**src/rtl/hazard_stall_unit.sv**
```systemverilog
// Load-use / branch hazard controller beside the ID stage of a 5-stage MIPS pipeline.
// Latency: stall outputs are Mealy (same cycle as detect); total stall = LOAD_LAT cycles; flush = 1 cycle.
// Backpressure: deasserts PCWrite/IFIDWrite to hold IF and ID; HazardControl inserts an ID/EX bubble.
//
// Ports:
//   Clk, Reset         - pipeline clock, synchronous active-high reset
//   IDEX_MemRead/Rt    - load in EX and its destination register
//   IFID_Rs/Rt/UsesRt  - source registers of the ID instruction (UsesRt qualifies Rt)
//   BranchTaken        - branch/jump resolved taken this cycle
//   PCWrite, IFIDWrite - hold enables (1 = update)
//   HazardControl      - zero control into ID/EX
//   IFIDFlush          - clear IF/ID to NOP on next edge
//   StallActive        - FSM is in STALL
// Optional build macro HAZARD_PERF_CNT_EN adds StallCycles[31:0] and FlushCount[15:0].
module hazard_stall_unit #(
  parameter int REG_ADDR_W = 5,
  parameter int LOAD_LAT   = 1,
  parameter int CNT_W      = 3
) (
  input  logic                  Clk,
  input  logic                  Reset,
  input  logic                  IDEX_MemRead,
  input  logic [REG_ADDR_W-1:0] IDEX_Rt,
  input  logic [REG_ADDR_W-1:0] IFID_Rs,
  input  logic [REG_ADDR_W-1:0] IFID_Rt,
  input  logic                  IFID_UsesRt,
  input  logic                  BranchTaken,
  output logic                  PCWrite,
  output logic                  IFIDWrite,
  output logic                  HazardControl,
  output logic                  IFIDFlush,
`ifdef HAZARD_PERF_CNT_EN
  output logic [31:0]           StallCycles,
  output logic [15:0]           FlushCount,
`endif
  output logic                  StallActive
);

  generate
    if ((LOAD_LAT < 1) || (LOAD_LAT > (2 ** CNT_W) - 1)) begin : g_bad_load_lat
      $error("hazard_stall_unit: LOAD_LAT must be in 1..2^CNT_W-1");
    end
  endgenerate

  // The detect cycle already counts as the first stall cycle, so the STALL
  // state only covers the remaining LOAD_LAT-1 cycles (counter loads LOAD_LAT-2).
  localparam bit               MULTI_CYCLE = (LOAD_LAT > 1);
  localparam logic [CNT_W-1:0] CNT_INIT    = MULTI_CYCLE ? CNT_W'(LOAD_LAT - 2) : '0;

  typedef enum logic [1:0] {
    IDLE  = 2'd0,
    STALL = 2'd1,
    FLUSH = 2'd2
  } state_t;

  state_t           state, state_nxt;
  logic [CNT_W-1:0] cnt, cnt_nxt;
  logic             hz;

  // x0 is hard-wired zero, so a load "to" it never creates a dependency.
  assign hz = IDEX_MemRead && (IDEX_Rt != '0) &&
              ((IDEX_Rt == IFID_Rs) || (IFID_UsesRt && (IDEX_Rt == IFID_Rt)));

  always_ff @(posedge Clk) begin
    if (Reset) begin
      state <= IDLE;
      cnt   <= '0;
    end else begin
      state <= state_nxt;
      cnt   <= cnt_nxt;
    end
  end

  always_comb begin
    state_nxt     = state;
    cnt_nxt       = cnt;
    PCWrite       = 1'b1;
    IFIDWrite     = 1'b1;
    HazardControl = 1'b0;
    IFIDFlush     = 1'b0;
    StallActive   = 1'b0;

    case (state)
      IDLE: begin
        // A taken branch squashes the ID instruction, so its hazard is moot.
        if (BranchTaken) begin
          state_nxt = FLUSH;
        end else if (hz) begin
          PCWrite       = 1'b0;
          IFIDWrite     = 1'b0;
          HazardControl = 1'b1;
          if (MULTI_CYCLE) begin
            state_nxt = STALL;
            cnt_nxt   = CNT_INIT;
          end
        end
      end

      STALL: begin
        PCWrite       = 1'b0;
        IFIDWrite     = 1'b0;
        HazardControl = 1'b1;
        StallActive   = 1'b1;
        // hz is not re-checked here: the bubble now in EX cannot re-fire it.
        if (BranchTaken) begin
          state_nxt = FLUSH;
          cnt_nxt   = '0;
        end else if (cnt == '0) begin
          state_nxt = IDLE;
        end else begin
          cnt_nxt = cnt - 1'b1;
        end
      end

      FLUSH: begin
        HazardControl = 1'b1;
        IFIDFlush     = 1'b1;
        state_nxt     = IDLE;
      end

      default: begin
        state_nxt = IDLE;
        cnt_nxt   = '0;
      end
    endcase

    // Reset overrides everything so a reset cycle never stalls or flushes.
    if (Reset) begin
      PCWrite       = 1'b1;
      IFIDWrite     = 1'b1;
      HazardControl = 1'b0;
      IFIDFlush     = 1'b0;
      StallActive   = 1'b0;
    end
  end

`ifdef HAZARD_PERF_CNT_EN
  always_ff @(posedge Clk) begin
    if (Reset) begin
      StallCycles <= '0;
      FlushCount  <= '0;
    end else begin
      if (!PCWrite) begin
        StallCycles <= StallCycles + 32'd1;
      end
      // FLUSH always returns to IDLE, so every cycle heading into it is an entry.
      if (state_nxt == FLUSH) begin
        FlushCount <= FlushCount + 16'd1;
      end
    end
  end
`endif

endmodule
```
**config.mk**
```make
export PLATFORM = sky130hd
export DESIGN_NAME = hazard_stall_unit
export DESIGN_NICKNAME = d
export VERILOG_FILES = /design/src/rtl/hazard_stall_unit.sv
export SDC_FILE = /design/constraint.sdc
export NUM_CORES = 1
export LEC_CHECK = 0
export CORE_AREA = 2 2 39 41
export DETAILED_ROUTE_END_ITERATION = 8
export DIE_AREA = 0 0 41 43
export HOLD_SLACK_MARGIN = 0.15
export RECOVER_POWER = 25
export SLEW_MARGIN = 20
export SYNTH_ARGS = -nofsm -noshare
export SYNTH_HDL_FRONTEND = slang
export SYNTH_SLANG_ARGS = --single-unit
```
**constraint.sdc**
```tcl
create_clock -name Clk -period 1.6 [get_ports Clk]
set_input_delay 0.32 -clock Clk [delete_from_list [all_inputs] [get_ports Clk]]
set_output_delay 0.32 -clock Clk [all_outputs]
set_load 0.02 [all_outputs]
```
==> impl_summary.md <==
Logic synthesis
The count of cell types in the netlist is 16. The mean post-synth cell area is 7.01 um2. The synthesized instance count is 30. The number of nets handed over by synthesis was 50. The cell area after synthesis is around 210 um2. For this run, the register share of the synthesized area comes to 9.52%. The number of warnings printed during yosys synthesis is 0. Counting flops and latches in the post-synthesis netlist gives 1.

Clock network
The clock latency on the worst-skew pair is 0 ns. The total setup buffers inserted after CTS is 0. The clock-pin transition on the worst setup and hold timing paths is 0 ns.

Detailed routing
Summed over all layers, the routed wires come to 625 um. The per-cell via count in the routed design is between 4 and 5. Once detail routing completed, the nets flagged for antenna violations numbered 0. For this block, the initial DRC count from the detailed router was 0. The number of search-and-repair iterations in the first detailed-routing pass is 1. The detail-routed net length per standard cell is 9.06 um.

The routed layout has 281 vias. In the routed design, unresolved DRC markers number 0.

Timing
Setup repair after global routing left no endpoint under its margin. The achievable clock frequency is 0.646 GHz. The total of endpoints with negative setup slack in the final report is 0. The count of final max-slew check failures is 0. Across all hold checks on the routed design, the worst slack comes to 0.562 ns. The minimum clock period after layout is around 1.5 ns. The post-route clock period utilization is between 90% and 100%.

After routing, the total negative slack on setup checks comes to 0 ns. The number of endpoints with negative hold slack in the final report is 0. The final clock skew is 0 ns.

Finish
In the final layout, the multi-input gates occupy 241 um2. The count of fill cells added during filler insertion is 170. Compared with the post-synthesis result, the final layout area differs by 132%. In the layout the commonest cells are clkbuf_2, xnor2_1, buf_6.

The register containing the most flip-flops in the final layout is state. The number of flip-flops in the largest register is 1. The sequential standard cell area is between 20 and 25 um2. The most common cell after layout, fill and taps aside is clkbuf_2.

The fraction of layout instances using a drive strength above 1 is 54.7%. The largest registers in the layout are state x1. In the final design database the tool counted 75 nets. 0 antenna diodes ended up in the layout.

Global route
The total track usage is 6.81%. The sum of overflow across all layers after global routing is 0. The via count of the first global-routing pass was 256. The largest net degree at the start of global routing is 4. The first-pass GRT wire length is 917 um. The initial antenna violation count is 0.

Power and ir drop
Dividing total power by cell area gives a power density of approximately 280 mW/mm2. IR analysis of the VDD net gives a maximum drop of roughly 0.00016 V. The analysis attributes to cell leakage a power of around 0.24 nW.

Setup path
STA classifies the critical path endpoint as a primary output. The kind of start point of the critical path is an input port. Data on the critical path arrives at its endpoint at 1.23 ns. The length in cells of the worst reg-to-reg path is 2. For the worst setup path, the data required time is approximately 1.3 ns. The biggest fanout along the worst timing path is 3.

The critical path class is input port to primary output.

Placement
The final weighted congestion in routability-driven placement is a little over 0.6. Detailed placement finished with a half-perimeter wire length of 505 um. Port buffering added 23 buffers.

Floorplan
The height of the chip is 43 um. The core region is ~0.0014 mm2. The number of cell rows is 14. The I/O pin total is 25.

The floorplan step defined a die boundary enclosing ~0.0018 mm2. The starting utilization of the core area is 15.2%. The die is 41 um wide.

Flow run
The number of max-capacitance violations reported is 0.

Min path
In this run the worst hold path is classified as flop to flop. The worst hold path depth is 2.

Run status
The flow ran to the end, and the final reports show no timing, DRC or antenna violations.
## cell usage after synthesis
master | n | share of area, %
a21oi_1 | 1 | 2.4
a31o_1 | 1 | 4.2
and2_1 | 1 | 3.0
buf_4 | 2 | 7.1
conb_1 | 1 | 1.8
dfxtp_1 | 1 | 9.5
inv_1 | 1 | 1.8
nand2_1 | 3 | 5.4
nand2b_1 | 1 | 3.0
nand3_1 | 2 | 4.8
nand4_1 | 1 | 3.0
nor2_1 | 2 | 3.6
nor2b_1 | 1 | 3.0
nor4_1 | 1 | 3.0
o22ai_1 | 1 | 3.0
xnor2_1 | 10 | 42
## layout make-up
type	instances	share of cell area [%]
timing repair buffer	25	41.4
sequential	1	4.11
tap	16	4.11
inverter	1	0.771
multi-input combinational	26	49.6
## power breakdown
part / leakage (nW) / switching (mW) / internal (mW) / total (mW)
registers: 0.00829 / 0.000504 / 0.0269 / 0.0274
logic: 0.228 / 0.0449 / 0.0648 / 0.110
clock network: 0 / 0 / 0 / 0
total: 0.236 / 0.0454 / 0.0917 / 0.137
## cells by family (layout without fill, tap and decap cells)
family	count (synthesis)	after routing	synth area share [%]
xor gates and xnor gates	10	10	41.7
other	1	1	1.78
and+or+nand+nor	12	12	28.6
AOI/OAI and AO/OA	3	3	9.52
DFF	1	1	9.52
buffers and inverters	3	26	8.92
## metal layers
metal / wire, um / up-vias / track usage (%)
li1: - / 143 / -
met1: 191 / 125 / 7.01
met2: 360 / 13 / 13.8
met3: 73 / 0 / 1.05
met4: 0 / 0 / 0
met5: 0 / - / 0
## critical path: stages
cell,delay [ns]
buf_6,0.11
nor4_4,0.25
buf_4,0.16
nand2_2,0.05
a31o_1,0.21
buf_6,0.13
## through the flow
stage / instance area [um2] / util (%) / worst slack [ns] / instances / power [mW]
after floorplan: 210 / - / 0.0908 / 30 / 0.0690
after global placement: 460 / 33.3 / -0.812 / 69 / 0.133
after detailed placement: 460 / 33.3 / -0.823 / 69 / 0.132
after CTS: 450 / 32.5 / -0.0130 / 69 / 0.124
after global routing: 487 / 35.2 / 0.00512 / 69 / 0.147
final: 487 / 35.2 / 0.0526 / 69 / 0.137
## path summary, 6_finish.rpt
kind              startpoint             to  slack [ns]
setup / recovery  IDEX_Rt[1]  HazardControl        0.05
hold / removal      state[1]       state[1]        0.56
setup reg to reg    state[1]       state[1]        0.96
hold reg to reg     state[1]       state[1]        0.56
## repair_timing
item | CTS | global route
hold buffers | 0 | 0
setup endpoints to repair | 4 | 4
cloned | 0 | 0
pin swaps | 15 | 18
gates resized for setup | 49 | 40
No activity file was read; power rests on OpenSTA's default activity.
